### src/rtl/cla_restoring_divider_pkg.sv
// Shared definitions for the restoring divider and its lookahead subtractor slice.
package cla_restoring_divider_pkg;

  typedef enum logic [1:0] {
    S_IDLE = 2'd0,
    S_RUN  = 2'd1,
    S_DONE = 2'd2
  } state_t;

  localparam int CLA_GROUP = 4;

  function automatic int cnt_width(input int w);
    return (w > 1) ? $clog2(w) : 1;
  endfunction

endpackage

### src/rtl/cla_restoring_divider_sub.sv
// WIDTH-bit a-b as a + ~b + 1 through chained 4-bit carry-lookahead groups.
module cla_subtractor
  import cla_restoring_divider_pkg::*;
#(
  parameter int WIDTH = 8
) (
  input  logic [WIDTH-1:0] i_a,
  input  logic [WIDTH-1:0] i_b,
  output logic [WIDTH-1:0] o_diff,
  output logic             o_borrow
);

  localparam int NG = WIDTH / CLA_GROUP;

  logic [WIDTH-1:0] w_bn;
  logic [WIDTH-1:0] w_g;
  logic [WIDTH-1:0] w_p;
  logic [WIDTH-1:0] w_c;
  logic [NG:0]      w_gc;

  assign w_bn = ~i_b;
  assign w_g  = i_a & w_bn;
  assign w_p  = i_a ^ w_bn;

  // The +1 of the two's-complement negation enters as the LSB group carry-in.
  assign w_gc[0] = 1'b1;

  for (genvar k = 0; k < NG; k++) begin : g_grp
    logic [3:0] w_gg;
    logic [3:0] w_gp;
    logic       w_ci;

    assign w_gg = w_g[k*CLA_GROUP +: CLA_GROUP];
    assign w_gp = w_p[k*CLA_GROUP +: CLA_GROUP];
    assign w_ci = w_gc[k];

    assign w_c[k*CLA_GROUP+0] = w_ci;
    assign w_c[k*CLA_GROUP+1] = w_gg[0] | (w_gp[0] & w_ci);
    assign w_c[k*CLA_GROUP+2] = w_gg[1] | (w_gp[1] & w_gg[0]) | (w_gp[1] & w_gp[0] & w_ci);
    assign w_c[k*CLA_GROUP+3] = w_gg[2] | (w_gp[2] & w_gg[1]) | (w_gp[2] & w_gp[1] & w_gg[0])
                              | (w_gp[2] & w_gp[1] & w_gp[0] & w_ci);
    assign w_gc[k+1] = w_gg[3] | (w_gp[3] & w_gg[2]) | (w_gp[3] & w_gp[2] & w_gg[1])
                     | (w_gp[3] & w_gp[2] & w_gp[1] & w_gg[0])
                     | (w_gp[3] & w_gp[2] & w_gp[1] & w_gp[0] & w_ci);
  end

  assign o_diff   = w_p ^ w_c;
  assign o_borrow = ~w_gc[NG];

endmodule

### src/rtl/cla_restoring_divider.sv
// Sequential unsigned restoring divider: one quotient bit per clock, start/done handshake.
module cla_restoring_divider
  import cla_restoring_divider_pkg::*;
#(
  parameter int WIDTH = 8
) (
  input  logic             clk,
  input  logic             rst,
  input  logic             start,
  input  logic [WIDTH-1:0] dividend,
  input  logic [WIDTH-1:0] divisor,
  output logic             ready,
  output logic             done,
  output logic [WIDTH-1:0] quotient,
  output logic [WIDTH-1:0] remainder,
  output logic             div_zero
);

  localparam int CW = cnt_width(WIDTH);

  state_t           r_state;
  logic [CW-1:0]    r_cnt;
  logic             r_ready;
  logic             r_done;
  logic [WIDTH-1:0] r_quot;
  logic [WIDTH-1:0] r_remo;
  logic             r_dz;

  logic [WIDTH-1:0] r_rem;
  logic [WIDTH-1:0] r_qsr;
  logic [WIDTH-1:0] r_div;

  logic [WIDTH-1:0] w_trial_lo;
  logic [WIDTH-1:0] w_diff;
  logic             w_sub_borrow;
  logic             w_borrow;
  logic [WIDTH-1:0] w_next_rem;
  logic [WIDTH-1:0] w_next_q;
  logic             w_accept;

  // The trial value is WIDTH+1 bits: r_rem[WIDTH-1] on top of w_trial_lo.
  assign w_trial_lo = {r_rem[WIDTH-2:0], r_qsr[WIDTH-1]};

  cla_subtractor #(.WIDTH(WIDTH)) u_sub (
    .i_a      (w_trial_lo),
    .i_b      (r_div),
    .o_diff   (w_diff),
    .o_borrow (w_sub_borrow)
  );

  // A set top bit means the trial value is >= 2^WIDTH > divisor, so no borrow;
  // the true difference is then below the divisor and its low bits are exact.
  assign w_borrow   = w_sub_borrow & ~r_rem[WIDTH-1];
  assign w_next_rem = w_borrow ? w_trial_lo : w_diff;
  assign w_next_q   = {r_qsr[WIDTH-2:0], ~w_borrow};
  assign w_accept   = start && (r_state != S_RUN);

  always_ff @(posedge clk) begin
    if (w_accept) begin
      r_div <= divisor;
      r_qsr <= dividend;
      r_rem <= '0;
    end else if (r_state == S_RUN) begin
      r_rem <= w_next_rem;
      r_qsr <= w_next_q;
    end
  end

  always_ff @(posedge clk or posedge rst) begin
    if (rst) begin
      r_state <= S_IDLE;
      r_cnt   <= '0;
      r_ready <= 1'b1;
      r_done  <= 1'b0;
      r_quot  <= '0;
      r_remo  <= '0;
      r_dz    <= 1'b0;
    end else begin
      r_done <= 1'b0;
      case (r_state)
        S_IDLE, S_DONE: begin
          if (start) begin
            if (divisor == '0) begin
              r_state <= S_DONE;
              r_ready <= 1'b1;
              r_done  <= 1'b1;
              r_quot  <= '1;
              r_remo  <= dividend;
              r_dz    <= 1'b1;
            end else begin
              r_state <= S_RUN;
              r_cnt   <= CW'(WIDTH - 1);
              r_ready <= 1'b0;
            end
          end else begin
            r_state <= S_IDLE;
            r_ready <= 1'b1;
          end
        end
        S_RUN: begin
          if (r_cnt == '0) begin
            r_state <= S_DONE;
            r_ready <= 1'b1;
            r_done  <= 1'b1;
            r_quot  <= w_next_q;
            r_remo  <= w_next_rem;
            r_dz    <= 1'b0;
          end else begin
            r_cnt <= r_cnt - 1'b1;
          end
        end
        default: begin
          r_state <= S_IDLE;
          r_ready <= 1'b1;
        end
      endcase
    end
  end

  assign ready     = r_ready;
  assign done      = r_done;
  assign quotient  = r_quot;
  assign remainder = r_remo;
  assign div_zero  = r_dz;

endmodule

### config.mk
export PLATFORM = sky130hd
export DESIGN_NAME = cla_restoring_divider
export DESIGN_NICKNAME = d
export VERILOG_FILES = /design/src/rtl/cla_restoring_divider_pkg.sv /design/src/rtl/cla_restoring_divider_sub.sv /design/src/rtl/cla_restoring_divider.sv
export SDC_FILE = /design/constraint.sdc
export NUM_CORES = 1
export LEC_CHECK = 0
export ABC_CLOCK_PERIOD_IN_PS = 2620
export CAP_MARGIN = 20
export CORE_ASPECT_RATIO = 0.5
export CORE_MARGIN = 2
export CORE_UTILIZATION = 53
export CTS_CLUSTER_SIZE = 30
export DETAILED_ROUTE_END_ITERATION = 12
export MAX_ROUTING_LAYER = met4
export PLACE_DENSITY = 0.88
export SYNTH_ARGS = -nofsm -noshare
export SYNTH_HDL_FRONTEND = slang
export SYNTH_HIERARCHICAL = 1
export SYNTH_SLANG_ARGS = --single-unit
### constraint.sdc
create_clock -name clk -period 2.62 [get_ports clk]
set_input_delay 0.524 -clock clk [delete_from_list [all_inputs] [get_ports clk]]
set_output_delay 0.524 -clock clk [all_outputs]
set_load 0.005 [all_outputs]
======== Word-level counts from Yosys, hierarchy flattened ========
Index checks and enable logic that the tools add are counted.
cells by class
  add/sub/neg operators ................... 1
  equal/unequal tests ..................... 8
  mux-type cells .......................... 30
  bitwise operators ....................... 56
  reduce and logical (&&, ||, !) cells .... 9
operators with widths
  operator                                                             number
  8-bit two-way mux                                                    9
  8-bit one-hot mux with 2 select lines                                2
  1-bit AND                                                            29
  1-bit bitwise OR                                                     20
  8-bit bitwise XOR                                                    2
  3-bit two-way mux                                                    3
  8-bit AND                                                            1
  8-bit zero test                                                      1
  1-bit two-way mux                                                    8
  2-bit != test (second input constant)                                4
  8-bit inverter                                                       1
  4-bit AND reduction                                                  2
  2-bit two-way mux                                                    3
  1-bit one-hot mux with 2 select lines                                3
  3-bit one-hot mux with 2 select lines                                1
  2-bit by 1-bit != test with 1-bit output (second input constant)     2
  2-bit one-hot mux with 2 select lines                                1
  2-bit nonzero test                                                   2
  3-bit zero test                                                      1
  1-bit inverter                                                       3
  3-bit by 1-bit subtractor with 3-bit output (second input constant)  1
  2-bit by 1-bit == test with 1-bit output (second input constant)     1
  2-bit == test (second input constant)                                1
  2-bit zero test                                                      1
  2 further kinds                                                      2
word-level totals
  flip-flop bits (word level) ............. 48
  input port bits ......................... 19
  logic and storage cells ................. 114

======== Logic depth before layout (Yosys ltp) ========
Gate-level depths: netlist of the first run.
  depth in word-level cells ............... 14
  gate-level depth with buffers ........... 11
  gate-level depth less buffers ........... 10

======== By module ========
Netlist of the first run, hierarchy kept.
by module, submodules not included
  module                 times used  cells an instance  area an instance (µm²)
  cla_restoring_divider  1           155                2074.5
  cla_subtractor         1           43                 316.6

======== Worst setup path before layout of the first run ========
OpenSTA, ideal clock, no wires.
  path kind ............................... register to register
  from .................................... reg r_qsr[7]
  to ...................................... reg r_remo[6], in the netlist remainder[6]
  library setup time ...................... 125 ps
  arrival time ............................ 2206 ps
  data required time ...................... 2495 ps
  setup slack ............................. 289 ps
  cell stages (with the launch flop) ...... 12
  period minus slack after synthesis ...... 2331 ps
  path through ............................ edfxtp_1 -> inv_1 -> ha_1 -> o2111ai_1 -> a31oi_1 -> a21bo_1 -> a21oi_1 -> nand2b_4 -> buf_6 -> mux2i_1 -> o21ai_0 -> mux2_4
between the ends
  longest elaborated chain between the ends .. 11
RTL lines
  what                                     RTL line                         RTL
  start: declaration                       cla_restoring_divider.sv:30      logic [WIDTH-1:0] r_qsr;
  start signal: assignment                 cla_restoring_divider.sv:61      r_qsr <= dividend;
  start signal: assignment                 cla_restoring_divider.sv:65      r_qsr <= w_next_q;
  8-bit AND                                cla_restoring_divider_sub.sv:22  assign w_g = i_a & w_bn;
  1-bit AND                                cla_restoring_divider_sub.sv:43  | (w_gp[3] & w_gp[2] & w_gp[1] & w_gg[0])
  1-bit bitwise OR                         cla_restoring_divider_sub.sv:43
  1-bit bitwise OR *                       cla_restoring_divider_sub.sv:44  | (w_gp[3] & w_gp[2] & w_gp[1] & w_gp[0] & w_ci);
  1-bit AND *                              cla_restoring_divider_sub.sv:44
  1-bit bitwise OR *                       cla_restoring_divider_sub.sv:44
  1-bit inverter *                         cla_restoring_divider_sub.sv:48  assign o_borrow = ~w_gc[NG];
  via w_sub_borrow                         cla_restoring_divider.sv:35      logic w_sub_borrow;
  1-bit AND *                              cla_restoring_divider.sv:53      assign w_borrow = w_sub_borrow & ~r_rem[WIDTH-1];
  8-bit two-way mux *                      cla_restoring_divider.sv:54      assign w_next_rem = w_borrow ? w_trial_lo : w_diff;
  8-bit two-way mux *                      cla_restoring_divider.sv:101     if (r_cnt == '0) begin
  8-bit one-hot mux with 2 select lines *  cla_restoring_divider.sv:80      case (r_state)
  end signal: assignment                   cla_restoring_divider.sv:88      r_remo <= dividend;
  end signal: assignment                   cla_restoring_divider.sv:106     r_remo <= w_next_rem;
  end: declaration                         cla_restoring_divider.sv:26      logic [WIDTH-1:0] r_remo;
The timed path passes the listed nets; every way through them passes the cells marked *. The select of a mux whose other input is x is not followed.
A chain may end at the register's enable or synchronous reset.

======== Final worst setup path of the first run ========
  from .................................... reg r_qsr[7]
  to ...................................... reg r_remo[4], in the netlist remainder[4]
Same word-level chain as after synthesis.

==> run metrics, run 1 <==
delay of the slowest critical-path stage 390 ps; Slew Limit Fails 0; Post-synth EDFFs 16; flop2flop setup slack 100 ps; Max Clock Skew 7.83 ps; number of global-route vias before repair 1,654; Reg clk slew, reported paths 80 ps; synth warn 6; Core Rows 17; cell area after synthesis 2390 um2; CTS Buf Count 5; largest net degree at the start of global routing 25; most frequent cell after synthesis dfrtp_1; Crit. End Element flip-flop; first-pass GRT wire length 7850 um; Critical Path RT 2810 ps; worst r2r dst remainder[4]; Power Dens Cells 1290 nW/um2; routability cong. 0.856; Clock Tree Buf Depth 2; Area after DPL 2800 um2; Mapped Nets 229; Synth top cells by count dfrtp_1, inv_1, o21ai_0, edfxtp_1, mux2_2; post-synth cell types 45; grt total ovfl 0; hold-critical path depth 2; layout cells sized above 1 21.8%; worst min-delay path category reg -> reg; H-tree levels 2; clock sink total 48; Final HPWL DP 3630 um; Layout area overhead 23.3%; Max IR drop VDD 0.000626 V; dpl ws 7.04 ps; die extent in x 99.0 um; sequential share of the synthesized area 52.0%; RR Startpoint r_qsr[7]; Detail Route Antenna Nets 0; async set or reset register ratio after synthesis 50.0%; Least-Margin Pin Slew 485 ps; Die Height 51.5 um; Clock Latency Late Sink 310 ps; crit path cell chain inv_1, ha_1, o2111ai_2, a31oi_2, a21bo_1, a21oi_4, nand2b_4, mux2i_1, o21ai_0, mux2_2; IO Pins 38; Max Cap Violations 0; Final Util 67.6%; Leak 1.21 nW; kind of critical path reg -> reg; DR WL/cell 17.2 um; initial antenna violation count 0; core area 4360 um2; Yosys top cell area share 24.1%; f_max 397 MHz; crit path launch type flip-flop; Setup Buffers After CTS 0; CTS hold repair buffers 0; top cells by area, synth dfrtp_1, edfxtp_1, mux2_2; CP max stage cell edfxtp_1; Critical path origin r_qsr[7]; area leader, netlist dfrtp_1; CTS tree yes; initial DRC count 146; antenna cell count 0; Final Cycle Share 96.0%; Remaining DRCs 0; vias per cell 5.67; Primary FF master, synth dfrtp_1; Worst setup endpoint remainder[4]; Max-slew headroom 67.6%; Tot GR Track Use 21.1%; port bufs 37; Finished Cell Area 2950 um2; Root Buffer Master clkbuf_8; Period minus WS final 2520 ps; status completed; Yosys reg bits 48; R2R depth 10; WP data arrival 2710 ps; fin nets 269; Post-Syn Instances 198; first-pass iteration count of the detailed router 4; endpoints failing setup 0; die area 5100 um2; worst-path maximum fanout 6; Vias 1,677; Final WS setup 104 ps; Starting Density 54.8%; Final Hold Viols 0; Synth Area per Inst 12.1 um2; final WL 5090 um
[metal layers]
layer	GRT usage [%]	routed length [um]	up-vias	part of all wire (%)
met5	-	0	-	0
met4	8.90	82	0	1.6
met3	4.57	217	9	4.3
met2	32.1	2430	43	48
met1	28.0	2360	840	46
li1	-	-	785	-
[report_power, final]
group          internal [mW]  switching, mW
combinational           1.01          0.969
clock                  0.211          0.240
sequential              1.16          0.218
[layout by cell type, fill, tap and decap left out, types with 2 or more instances in the layout]
master	Yosys	final
nand2_1	14	14
nand3b_1	6	6
a21oi_1	3	2
mux2_2	15	15
inv_1	19	19
nor2_1	3	3
o21a_1	4	4
o21ai_0	18	18
clkdlybuf4s50_1	0	37
buf_4	0	3
mux2i_1	8	5
and2b_1	2	2
dfxtp_1	8	8
clkinv_2	0	2
nor4_4	2	2
dfrtp_1	23	23
nand2b_1	2	2
xnor2_1	4	4
clkbuf_8	0	6
ha_1	11	11
o22a_2	8	8
edfxtp_1	16	16
mux2i_4	0	2
[state kept, by name, summed over array words and instances (netlist names), 2 cells and up]
register / flops
r_qsr: 8
r_rem: 8
r_cnt: 3
r_div: 8
remainder: 8
r_state: 2
quotient: 8
[cells by family after synthesis]
family | after synthesis | synth area share (%)
multiplexers | 24 | 11.0
AND/OR/NAND/NOR | 40 | 11.0
buffers and inverters | 27 | 5.49
adder cells (fa/ha/maj) | 12 | 6.59
flip-flops | 48 | 52.0
AO/OA/AOI/OAI | 42 | 12.1
XOR/XNOR | 5 | 1.83
[final cells by class]
cell class              instances  area (um2)
repair buffers                 40         393
clock buffers                   6        82.6
multi-input cells             124        1080
flip-flops and latches         48        1240
clock inverters                 2        10.0
fillers                       307        1410
inverters                      19        71.3
well taps                      57        71.3
[per-stage QoR]
step	hold WS, ps	TNS (ps)	power, mW	instances
floorplan	443	0	2.53	198
CTS	473	0	3.62	295
finish	470	0	3.80	296
global route	502	-240	4.05	296
detailed placement	459	0	3.15	287
global placement	449	0	3.06	287
[worst min path at each step]
stage | slack [ps] | endpoint | start
4_1_cts | 470 | ready | ready
6_report | 470 | ready | ready
2_1_floorplan | 440 | r_rem[7] | r_rem[7]
3_3_place_gp | 450 | ready | ready
5_1_grt | 500 | ready | ready
3_5_place_dp | 460 | ready | ready
[worst max-delay path, delay by kind of cell (launching register included)]
family	cells	cell delay [ps]
compound gates	5	960
simple gates	1	150
fa+ha+maj	1	340
mux	2	500
buf+inv	1	60
flops	1	390
[what timing repair did]
action	CTS	global route
hold endpoints to repair	0	0
endpoints found under the setup margin	0	8
gates resized for setup	0	9
Note: power is estimated with default switching activity, not from simulation.
==> run 2, diff against run 1 <==
--- a/config.mk
+++ b/config.mk
@@ -5,13 +5,14 @@
 export SDC_FILE = /design/constraint.sdc
 export NUM_CORES = 1
 export LEC_CHECK = 0
+export ABC_AREA = 0
 export ABC_CLOCK_PERIOD_IN_PS = 2620
 export CAP_MARGIN = 20
 export CORE_ASPECT_RATIO = 0.5
-export CORE_MARGIN = 2
 export CORE_UTILIZATION = 53
 export CTS_CLUSTER_SIZE = 30
 export DETAILED_ROUTE_END_ITERATION = 12
+export GPL_TIMING_DRIVEN = 0
 export MAX_ROUTING_LAYER = met4
 export PLACE_DENSITY = 0.88
 export SYNTH_ARGS = -nofsm -noshare
==> run metrics, run 2 (synthesis gave the netlist of run 1 again) <==
core area 4100 um2 (was 4360 um2); RSZ-0062 raised after global routing yes; Flop pwr share 34.7% (was 36.2%); grt total ovfl 0 (unchanged); WP data arrival 2740 ps (was 2710 ps); Max IR drop VDD 0.000657 V (was 0.000626 V); Final HPWL DP 3650 um (was 3630 um); Max Cap Violations 0 (unchanged); worst min-delay path category reg -> reg (unchanged); Clk pwr share 11.4% (was 11.9%); Final Cycle Share 97.7% (was 96.0%); die area 4800 um2 (was 5100 um2); endpoints failing setup 0 (unchanged); Max Clock Skew 8.17 ps (was 7.83 ps); Max-slew headroom 38.2% (was 67.6%); H-tree levels 2 (unchanged); Die Height 49.5 um (was 51.5 um); status completed (unchanged); total power 3.95 mW (was 3.80 mW); Critical path origin r_qsr[7] (unchanged); layout cells sized above 1 22.6% (was 21.8%); clock sink total 48 (unchanged); f_max 391 MHz (was 397 MHz); antenna cell count 0 (unchanged); Vias 1,685 (was 1,677); kind of critical path reg -> reg (unchanged); Final Hold Viols 0 (unchanged); first-pass iteration count of the detailed router 4 (unchanged); CTS tree yes (unchanged); Remaining DRCs 0 (unchanged); Finished Layout Cells 297 (was 296); Leak 1.23 nW (was 1.21 nW); Clock Latency Late Sink 300 ps (was 310 ps); sw frac 37.1% (was 37.6%); routability cong. 0.853 (was 0.856); fillers 267 (was 307); Final Util 73.2% (was 67.6%); largest net degree at the start of global routing 25 (unchanged); die extent in x 97.0 um (was 99.0 um); Finished Cell Area 3000 um2 (was 2950 um2); vias per cell 5.67 (about the same); total internal power 2.48 mW (was 2.37 mW); Worst setup endpoint remainder[3] (was remainder[4]); Layout area overhead 25.6% (was 23.3%); worst r2r dst remainder[3] (was remainder[4]); Clock Tree Buf Depth 2 (unchanged); Core Rows 16 (was 17); DR WL/cell 16.8 um (was 17.2 um); Area after DPL 2820 um2 (was 2800 um2); final WL 5000 um (was 5090 um); port bufs 36 (was 37); RR Startpoint r_qsr[7] (unchanged); initial antenna violation count 0 (unchanged); Critical Path RT 2800 ps (was 2810 ps); commonest non-fill, non-tap cell in the layout clkdlybuf4s50_1 (unchanged); crit path launch type flip-flop (unchanged); worst-path maximum fanout 10 (was 6); R2R depth 11 (was 10); Starting Density 58.3% (was 54.8%); CTS hold repair buffers 0 (unchanged); Root Buffer Master clkbuf_8 (unchanged); most frequent cells in the layout clkdlybuf4s50_1, dfrtp_1, inv_1 (unchanged); fin nets 273 (was 269); IO Pins 38 (unchanged); Period minus WS final 2560 ps (was 2520 ps); initial DRC count 73 (was 146); Least-Margin Pin Slew 926 ps (was 485 ps); Reg clk slew, reported paths 80 ps (about the same); Detail Route Antenna Nets 0 (unchanged); Gate power share 54.0% (was 52.0%); Crit. End Element flip-flop (unchanged); flop2flop setup slack 60 ps (was 100 ps); CTS Buf Count 5 (unchanged); Power Dens Cells 1310 nW/um2 (was 1290 nW/um2); Slew Limit Fails 0 (unchanged); first-pass GRT wire length 7960 um (was 7850 um); placed cells 288 (was 287); Sw Pwr 1.46 mW (was 1.43 mW); number of global-route vias before repair 1,598 (was 1,654); Tot GR Track Use 22.4% (was 21.1%)
==> run 2: what timing repair did <==
| action | CTS | global route |
|---|---|---|
| setup endpoints to repair | 5 | 7 |
| resized for setup | 3 | 11 |
| buffers inserted | 0 | 1 |
| gates cloned | 0 | 0 |
| pin swaps | 0 | 1 |
==> run 2: critical path, cell delays in order (launching register included) <==
cell and delay, ps:
edfxtp_1 370, inv_1 50, ha_1 350, o2111ai_2 240, a31oi_2 130, a21bo_1 270
a21oi_4 180, nand2b_4 70, buf_6 180, mux2i_4 220, o21ai_0 100, mux2_2 280
==> run 2: layout make-up <==
class | instances | area, um2 | share of cell area (%)
inverter | 19 | 71.3 | 2.37
buffer | 8 | 60.1 | 2.00
multi-input combinational | 123 | 1100 | 36.8
timing repair buffer | 37 | 368 | 12.3
tap | 54 | 67.6 | 2.25
sequential | 48 | 1240 | 41.4
clock buffer | 8 | 90.1 | 3.00
==> run 2: power by group through the flow <==
stage | sequential (mW) | combinational (mW) | clock, mW
2_1_floorplan | 1.33 | 1.21 | 0
3_3_place_gp | 1.34 | 1.77 | 0
3_5_place_dp | 1.36 | 1.84 | 0
4_1_cts | 1.35 | 1.91 | 0.452
5_1_grt | 1.40 | 2.30 | 0.484
6_report | 1.37 | 2.13 | 0.448
==> run 2: worst min path at each step <==
stage,start,endpoint,cells past startpoint
6_report,ready,ready,2
3_5_place_dp,ready,ready,2
3_3_place_gp,ready,ready,2
2_1_floorplan,r_rem[7],r_rem[7],1
4_1_cts,ready,ready,2
5_1_grt,ready,ready,2
==> run 2: routing by layer <==
| metal | GRT usage, % | wire length [um] | share of wire, % | up-vias |
|---|---|---|---|---|
| met1 | 30.0 | 2320 | 46 | 828 |
| met4 | 6.47 | 73 | 1.5 | 0 |
| met3 | 3.97 | 256 | 5.1 | 8 |
| met2 | 35.4 | 2350 | 47 | 57 |
| li1 | - | - | - | 792 |
| met5 | - | 0 | 0 | - |
==> run 2: metrics by stage <==
step	hold slack (ps)	worst slack (ps)	TNS, ps
after floorplan	443	289	0
after global placement	451	-41.6	-123
after detailed placement	455	-102	-257
after CTS	467	4.57	0
after global routing	487	-51.2	-121
final	468	61.3	0
